## src/rtl/quad_pkg.sv

```systemverilog
// Shared definitions for the quadrature direction decoder.
// Holds the phase encoding in forward order, the direction levels, and helpers
// that classify a change of the filtered {A,B} pair.
package quad_pkg;

   // Forward order: PH0 -> PH1 -> PH2 -> PH3 -> PH0
   localparam logic [1:0] PH0 = 2'b00;
   localparam logic [1:0] PH1 = 2'b01;
   localparam logic [1:0] PH2 = 2'b11;
   localparam logic [1:0] PH3 = 2'b10;

   localparam logic DIR_UP = 1'b1;
   localparam logic DIR_DN = 1'b0;

   typedef enum logic [1:0] {
      TR_NONE = 2'd0,
      TR_FWD  = 2'd1,
      TR_REV  = 2'd2,
      TR_ERR  = 2'd3
   } trans_e;

   // Forward neighbour of a phase
   function automatic logic [1:0] next_ph(input logic [1:0] ph);
      logic [1:0] nxt;
      case (ph)
         PH0:     nxt = PH1;
         PH1:     nxt = PH2;
         PH2:     nxt = PH3;
         default: nxt = PH0;
      endcase
      return nxt;
   endfunction

   // Classify the move from prev to cur; a diagonal move is the only illegal one
   function automatic trans_e classify(input logic [1:0] prev, input logic [1:0] cur);
      trans_e tr;
      if (cur == prev)               tr = TR_NONE;
      else if (next_ph(prev) == cur) tr = TR_FWD;
      else if (next_ph(cur) == prev) tr = TR_REV;
      else                           tr = TR_ERR;
      return tr;
   endfunction

endpackage

```

## src/rtl/quad_dir_decoder_if.sv

```systemverilog
// Bus bundle between the encoder pins and the decoder outputs.
//   enc_a, enc_b : raw quadrature channels (driven by master)
//   dir, step, err, err_cnt, phase : decoder results (driven by slave)
interface quad_dir_decoder_if #(
   parameter int unsigned ERR_W = 8
);
   logic             enc_a;
   logic             enc_b;
   logic             dir;
   logic             step;
   logic             err;
   logic [ERR_W-1:0] err_cnt;
   logic [1:0]       phase;

   modport master (output enc_a, enc_b, input dir, step, err, err_cnt, phase);
   modport slave  (input enc_a, enc_b, output dir, step, err, err_cnt, phase);
endinterface

```

## src/rtl/quad_in_filter.sv

```systemverilog
// Single-channel conditioner: SYNC_STAGES-flop synchronizer followed by a
// glitch filter that only accepts a level held for FILT_LEN consecutive cycles.
//   clk, rst_n : clock, synchronous active-low reset
//   din        : asynchronous raw input
//   load       : bypass, filtered value follows the synchronizer directly
//   dout       : filtered level (registered)
module quad_in_filter #(
   parameter int unsigned SYNC_STAGES = 2,
   parameter int unsigned FILT_LEN    = 4
) (
   input  logic clk,
   input  logic rst_n,
   input  logic din,
   input  logic load,
   output logic dout
);

   localparam int unsigned CNT_W = $clog2(FILT_LEN + 1);
   localparam logic [CNT_W-1:0] CNT_LAST = CNT_W'(FILT_LEN - 1);

   logic [SYNC_STAGES-1:0] sync;
   logic [CNT_W-1:0]       cnt;
   logic                   sync_out;

   assign sync_out = sync[SYNC_STAGES-1];

   // Plain shift chain, no logic between stages
   always_ff @(posedge clk) begin
      if (!rst_n) sync <= '0;
      else        sync <= {sync[SYNC_STAGES-2:0], din};
   end

   // Bypass takes the value entering the last sync flop, so once the bypass
   // drops the filtered level already matches the synchronizer output.
   always_ff @(posedge clk) begin
      if (!rst_n) begin
         dout <= 1'b0;
         cnt  <= '0;
      end else if (load) begin
         dout <= sync[SYNC_STAGES-2];
         cnt  <= '0;
      end else if (sync_out == dout) begin
         cnt <= '0;
      end else if (cnt == CNT_LAST) begin
         dout <= sync_out;
         cnt  <= '0;
      end else begin
         cnt <= cnt + CNT_W'(1);
      end
   end

endmodule

```

## src/rtl/quad_dir_decoder.sv

```systemverilog
// Quadrature front-end: conditions enc_a/enc_b, then turns each change of the
// filtered phase into a one-cycle step (with direction) or err pulse.
//   clk, rst_n : clock, synchronous active-low reset
//   bus        : enc_a/enc_b in; dir, step, err, err_cnt, phase out
module quad_dir_decoder
   import quad_pkg::*;
#(
   parameter int unsigned SYNC_STAGES = 2,
   parameter int unsigned FILT_LEN    = 4,
   parameter int unsigned ERR_W       = 8
) (
   input  logic            clk,
   input  logic            rst_n,
   quad_dir_decoder_if.slave bus
);

   localparam int unsigned ARM_W = $clog2(SYNC_STAGES + 1);
   localparam logic [ARM_W-1:0] ARM_LAST = ARM_W'(SYNC_STAGES - 1);

   logic [ARM_W-1:0] arm_cnt;
   logic             armed;
   logic             dec_en;
   logic             filt_a;
   logic             filt_b;
   logic [1:0]       filt;
   logic [1:0]       ph_prev;
   trans_e           trans_c;

   quad_in_filter #(.SYNC_STAGES(SYNC_STAGES), .FILT_LEN(FILT_LEN)) u_filt_a (
      .clk  (clk),
      .rst_n(rst_n),
      .din  (bus.enc_a),
      .load (!armed),
      .dout (filt_a)
   );

   quad_in_filter #(.SYNC_STAGES(SYNC_STAGES), .FILT_LEN(FILT_LEN)) u_filt_b (
      .clk  (clk),
      .rst_n(rst_n),
      .din  (bus.enc_b),
      .load (!armed),
      .dout (filt_b)
   );

   assign filt      = {filt_a, filt_b};
   assign bus.phase = filt;
   assign trans_c   = classify(ph_prev, filt);

   // Arming, transition decode and result registers. dec_en lags armed by one
   // edge so the first comparison uses a ph_prev taken from the settled filters.
   always_ff @(posedge clk) begin
      if (!rst_n) begin
         arm_cnt     <= '0;
         armed       <= 1'b0;
         dec_en      <= 1'b0;
         ph_prev     <= PH0;
         bus.dir     <= DIR_UP;
         bus.step    <= 1'b0;
         bus.err     <= 1'b0;
         bus.err_cnt <= '0;
      end else begin
         if (!armed) begin
            if (arm_cnt == ARM_LAST) armed   <= 1'b1;
            else                     arm_cnt <= arm_cnt + ARM_W'(1);
         end
         dec_en   <= armed;
         ph_prev  <= filt;
         bus.step <= 1'b0;
         bus.err  <= 1'b0;
         if (dec_en) begin
            case (trans_c)
               TR_FWD: begin
                  bus.step <= 1'b1;
                  bus.dir  <= DIR_UP;
               end
               TR_REV: begin
                  bus.step <= 1'b1;
                  bus.dir  <= DIR_DN;
               end
               TR_ERR: begin
                  bus.err <= 1'b1;
                  if (bus.err_cnt != '1) bus.err_cnt <= bus.err_cnt + ERR_W'(1);
               end
               default: ;
            endcase
         end
      end
   end

endmodule

```

## src/flat_wrapper.sv

```systemverilog
// flat-port wrapper written by rule: the top's interface ports become plain ports
module quad_dir_decoder_flat import quad_pkg::*;
#(
   parameter int unsigned SYNC_STAGES = 2,
   parameter int unsigned FILT_LEN    = 4,
   parameter int unsigned ERR_W       = 8
)
  (clk, rst_n, bus_enc_a, bus_enc_b, bus_dir, bus_step, bus_err, bus_err_cnt, bus_phase);
  quad_dir_decoder_if #(.ERR_W(ERR_W)) bus_i ();
  input  logic clk;
  input  logic rst_n;
  input wire logic [$bits(bus_i.enc_a)-1:0] bus_enc_a;
  input wire logic [$bits(bus_i.enc_b)-1:0] bus_enc_b;
  output wire logic [$bits(bus_i.dir)-1:0] bus_dir;
  output wire logic [$bits(bus_i.step)-1:0] bus_step;
  output wire logic [$bits(bus_i.err)-1:0] bus_err;
  output wire logic [$bits(bus_i.err_cnt)-1:0] bus_err_cnt;
  output wire logic [$bits(bus_i.phase)-1:0] bus_phase;
  assign bus_i.enc_a = bus_enc_a;
  assign bus_i.enc_b = bus_enc_b;
  assign bus_dir = bus_i.dir;
  assign bus_step = bus_i.step;
  assign bus_err = bus_i.err;
  assign bus_err_cnt = bus_i.err_cnt;
  assign bus_phase = bus_i.phase;
  quad_dir_decoder #(.SYNC_STAGES(SYNC_STAGES), .FILT_LEN(FILT_LEN), .ERR_W(ERR_W)) u_core (.clk(clk), .rst_n(rst_n), .bus(bus_i));
endmodule
```

## config.mk

```make
export PLATFORM = sky130hd
export DESIGN_NAME = quad_dir_decoder_flat
export DESIGN_NICKNAME = d
export VERILOG_FILES = /design/src/rtl/quad_pkg.sv /design/src/rtl/quad_dir_decoder_if.sv /design/src/rtl/quad_in_filter.sv /design/src/rtl/quad_dir_decoder.sv /design/src/flat_wrapper.sv
export SDC_FILE = /design/constraint.sdc
export NUM_CORES = 1
export LEC_CHECK = 0
export CAP_MARGIN = 10
export CORE_ASPECT_RATIO = 0.8
export CORE_MARGIN = 2
export CORE_UTILIZATION = 52
export DETAILED_ROUTE_END_ITERATION = 8
export PLACE_DENSITY = 0.77
export SYNTH_ARGS = -nofsm -noshare
export SYNTH_HDL_FRONTEND = slang
export SYNTH_SLANG_ARGS = --single-unit
```

## constraint.sdc

```tcl
create_clock -name clk -period 2.7 [get_ports clk]
set_input_delay 0.27 -clock clk [delete_from_list [all_inputs] [get_ports clk]]
set_output_delay 0.27 -clock clk [all_outputs]
set_load 0.05 [all_outputs]
```

==> key figures <==
Run status
  • Run status: finished clean

Synth
  • Arithmetic-cell share of the synthesized area counting full adders, half adders and majority gates: 8.37%
  • Combinational family with the most area after synthesis: simple AND/OR/NAND/NOR gates
  • Syn nets: 136
  • Yosys cell types: 28
  • Part of the Yosys area used for sequential elements: 48.5%
  • Post-Syn Area per Cell: around 9.6 um^2
  • Synthesized instance count: between 100 and 150
  • Mux cell area share after synthesis: 3.35%
  • Complex-gate fraction of the synthesized area: about a tenth
  • Number of enable flip-flop cells after synthesis: 0
  • Fraction of synthesized cell area in xor and xnor cells: 5.13%
  • Post-synthesis simple-gate area fraction: 18.5%
  • Mapped cell area: ~1200 um^2
  • Most used flip-flop cell after synthesis: sky130_fd_sc_hd__dfxtp_1
  • Flip-flop and latch count after synthesis: 29
  • Asr flop ratio synth: 0%
  • Warning count from the yosys run: 0

CTS
  • Setup bufs post-CTS: 0
  • Resized Gates After CTS: 0
  • Sinks on the clock net: 29
  • Clock insertion delay at the later pin of the skew report: just over 0.3 ns
  • Number of buffers created by CTS: 5
  • Root Buffer Master: sky130_fd_sc_hd__clkbuf_4
  • Number of buffers on the longest clock path: 2
  • Number of hold buffers added after cts: 0
  • Clock transition at the register clock pins on the worst setup and hold paths after CTS: 0.09 ns
  • TritonCTS clock tree: yes
  • Number of H-tree levels: 2

Run
  • Total of max-cap violations: 0

Setup path
  • Most used cell, CP: sky130_fd_sc_hd__o21ai_0
  • Worst reg2reg startpoint: u_core.u_filt_a.dout$_SDFFE_PN0P_
  • Worst stage delay on the critical path: 0.51 ns
  • Number of cells on the worst reg-to-reg path: 7
  • Critical path endpoint category: register
  • Worst-path cell with the longest stage delay: sky130_fd_sc_hd__dfxtp_1
  • Crit-path cells: o21ai_0 > o21ai_0 > ha_1 > nand2_1 > a21o_4 > or4_1 > a21oi_1
  • Max Fanout on Critical Path: 10
  • Kind of start point of the critical path: register
  • CP Data Required Time: 2.95 ns
  • Type of the worst setup path: register to register
  • Arrival time at the worst endpoint: 2.44 ns
  • Register-to-Register Setup Slack: 0.51 ns
  • End of the worst register-to-register path: u_core.bus.err_cnt[5]$_SDFFE_PN0P_

Layout
  • Number of nets in the finished design: 154
  • Layout Area Growth over Synthesis: 19.6%
  • Ratio of cells with drive above 1 in the final layout: 7.69%
  • Antenna diodes: 0

Floorplanning
  • Die Ht: 46.9 um
  • Core box area: 2160 um^2
  • Area of the die: approximately 2700 um^2
  • Starting utilization of the core area: 55.4%
  • Placement row count: 15
  • Chip width: 57.6 um
  • Top Ports: 17

Detailed routing
  • Final WL: 1990 um
  • Initial DRC count: 24
  • Number of vias after detailed routing: 877
  • Average detailed-routed wire length per instance: 11.8 um
  • Post-route DRC: 0
  • Via density: 5.22
  • Residual antenna-violating net count after detailed routing: 0
  • First-pass iteration count of the detailed router: 4

Pwr
  • Net switching power: 276 uW
  • Switching share of total power: between 20% and 30%
  • Relative contribution of combinational cells to total power: 17.9%
  • Part of the total power dissipated in the clock network: around 30%
  • Leakage Power: 0.552 nW
  • Worst-case vdd ir drop: 0.000534 V
  • Power density over the cells: 677 nW/um^2
  • Internal power component: 692 uW
  • Part of the total power dissipated in sequential elements: 51.8%

Global route
  • Initial antenna violation count: 0
  • Pin count of the biggest net entering global routing: 16
  • First-pass GRT wire length: 3060 um
  • GR Util All Layers: 16.0%
  • Global route total overflow: 0
  • Via count of the first global-routing pass: 686

Hold path
  • Hold path endpoint: u_core.u_filt_a.cnt[0]$_SDFF_PP0_
  • Worst Hold Depth: 1
  • Class of the worst hold path: register to register
  • Startpoint of the most critical hold path: u_core.u_filt_a.cnt[0]$_SDFF_PP0_

Timing
  • Actual transition at the worst max-transition pin: roughly 0.55 ns
  • Final hold viol count: 0
  • Highest clock rate: 0.457 GHz
  • Relative slew margins: 62.4%
  • Final critical path time including I/O delays and setup: 2.19 ns
  • RSZ-0062 raised after global routing: false
  • Total negative slack for setup checks: 0 ns
  • Period utilization: 81.1%
  • Number of setup violations in the final report: 0
  • Post-layout worst setup margin: 0.512 ns
  • Pins over their slew limit: 0
  • Post-route clock skew: ~0.0010 ns

Place
  • Dpl hpwl: 1480 um
  • Port Buf Inserts: 16
  • Pre-CTS WS: 0.555 ns
  • Placer congestion estimate: ~0.72
==> worst max path at each step <==
stage / start / end / slack (ns) / depth (start not counted)
6_report: u_core.u_filt_a.dout$_SDFFE_PN0P_ / u_core.bus.err_cnt[5]$_SDFFE_PN0P_ / 0.51 / 7
5_1_grt: u_core.u_filt_a.dout$_SDFFE_PN0P_ / u_core.bus.err_cnt[4]$_SDFFE_PN0P_ / 0.29 / 7
4_1_cts: u_core.u_filt_a.dout$_SDFFE_PN0P_ / u_core.bus.err_cnt[5]$_SDFFE_PN0P_ / 0.52 / 7
3_5_place_dp: u_core.u_filt_a.dout$_SDFFE_PN0P_ / u_core.bus.err_cnt[5]$_SDFFE_PN0P_ / 0.56 / 7
3_3_place_gp: u_core.u_filt_a.dout$_SDFFE_PN0P_ / u_core.bus.err_cnt[4]$_SDFFE_PN0P_ / 0.64 / 7
2_1_floorplan: u_core.u_filt_a.dout$_SDFFE_PN0P_ / u_core.bus.err_cnt[5]$_SDFFE_PN0P_ / 0.76 / 9
==> placed cells by master, fill, tap and decap left out, types with 2 or more instances in the layout <==
| cell | count |
|---|---|
| sky130_fd_sc_hd__nand2_1 | 7 |
| sky130_fd_sc_hd__dfxtp_1 | 29 |
| sky130_fd_sc_hd__a21oi_1 | 2 |
| sky130_fd_sc_hd__clkbuf_8 | 2 |
| sky130_fd_sc_hd__clkdlybuf4s50_1 | 16 |
| sky130_fd_sc_hd__or3_1 | 2 |
| sky130_fd_sc_hd__nand2b_1 | 2 |
| sky130_fd_sc_hd__xnor2_1 | 6 |
| sky130_fd_sc_hd__or4_1 | 2 |
| sky130_fd_sc_hd__o211ai_1 | 3 |
| sky130_fd_sc_hd__clkbuf_4 | 5 |
| sky130_fd_sc_hd__o21ai_0 | 2 |
| sky130_fd_sc_hd__ha_1 | 8 |
| sky130_fd_sc_hd__mux2i_1 | 4 |
| sky130_fd_sc_hd__o31ai_1 | 2 |
| sky130_fd_sc_hd__a211oi_1 | 4 |
| sky130_fd_sc_hd__nor2_1 | 19 |
| sky130_fd_sc_hd__and2_1 | 6 |
| sky130_fd_sc_hd__inv_1 | 10 |
| sky130_fd_sc_hd__nand3_1 | 3 |
==> synthesized netlist by cell type (2+ instances only) <==
master | instances | area share [%]
sky130_fd_sc_hd__a211oi_1 | 4 | 2.5
sky130_fd_sc_hd__mux2i_1 | 4 | 3.3
sky130_fd_sc_hd__clkbuf_1 | 2 | 0.63
sky130_fd_sc_hd__nor2_1 | 19 | 6.0
sky130_fd_sc_hd__a21oi_1 | 2 | 0.84
sky130_fd_sc_hd__nand3_1 | 3 | 1.3
sky130_fd_sc_hd__or3_1 | 2 | 1.0
sky130_fd_sc_hd__nand2b_1 | 2 | 1.0
sky130_fd_sc_hd__xnor2_1 | 6 | 4.4
sky130_fd_sc_hd__o21ai_0 | 2 | 0.84
sky130_fd_sc_hd__o31ai_1 | 2 | 1.3
sky130_fd_sc_hd__dfxtp_1 | 29 | 49
sky130_fd_sc_hd__o211ai_1 | 3 | 1.9
sky130_fd_sc_hd__nand2_1 | 7 | 2.2
sky130_fd_sc_hd__ha_1 | 8 | 8.4
sky130_fd_sc_hd__inv_1 | 10 | 3.1
sky130_fd_sc_hd__or4_1 | 2 | 1.3
sky130_fd_sc_hd__and2_1 | 6 | 3.1
sky130_fd_sc_hd__buf_4 | 2 | 1.3
==> final cells by class <==
| class | instances | area [um^2] |
|---|---|---|
| fill | 183 | 728 |
| sequential | 29 | 581 |
| multi-input combinational | 80 | 551 |
| timing repair buffer | 16 | 160 |
| clock buffer | 7 | 65.1 |
| inverter | 10 | 37.5 |
| tap | 25 | 31.3 |
| clock inverter | 1 | 5.00 |
==> routing by layer <==
layer | track usage [%] | vias up | routed length [um]
li1 | - | 451 | -
met1 | 20.7 | 396 | 968
met2 | 23.0 | 28 | 877
met3 | 4.68 | 2 | 126
met4 | 12.1 | 0 | 13
met5 | 0 | - | 0
==> metrics by stage <==
step                      instance area [um^2]  util [%]  instances  hold slack (ns)  power (mW)
after floorplan                           1200         -        124            0.397       0.650
after global placement                    1360      63.0        160            0.406       0.676
after detailed placement                  1360      63.0        160            0.415       0.686
after CTS                                 1430      66.3        168            0.427       0.982
after global routing                      1430      66.3        168            0.454        1.02
final                                     1430      66.3        168            0.421       0.968
==> worst max-delay path: cells and delay by family (launching register included) <==
kind,cells,cell delay (ns)
AO/OA/AOI/OAI,4,0.81
AND/OR/NAND/NOR,2,0.61
flip-flops,1,0.51
adder cells (fa/ha/maj),1,0.19
==> kinds of logic after synthesis <==
| logic type | count (synthesis) |
|---|---|
| muxes | 4 |
| xor gates and xnor gates | 7 |
| buffers and inverters | 15 |
| AOI/OAI and AO/OA | 17 |
| and+or+nand+nor | 44 |
| adders and majority gates | 8 |
| DFF | 29 |
==> registers in the layout (all words and copies together), names as in the netlist, 2 cells and up <==
register              flops
u_core.arm_cnt            2
u_core.bus.err_cnt        8
u_core.ph_prev            2
u_core.u_filt_a.cnt       3
u_core.u_filt_a.sync      2
u_core.u_filt_b.cnt       3
u_core.u_filt_b.sync      2
==> power by group through the flow <==
stage               sequential [mW]  combinational (mW)  clock [mW]
floorplan                     0.509               0.140           0
detailed placement            0.512               0.174           0
finish                        0.502               0.174       0.293
global placement              0.509               0.167           0
global route                  0.508               0.196       0.320
CTS                           0.502               0.175       0.305
Note: power is estimated with default switching activity, not from simulation.
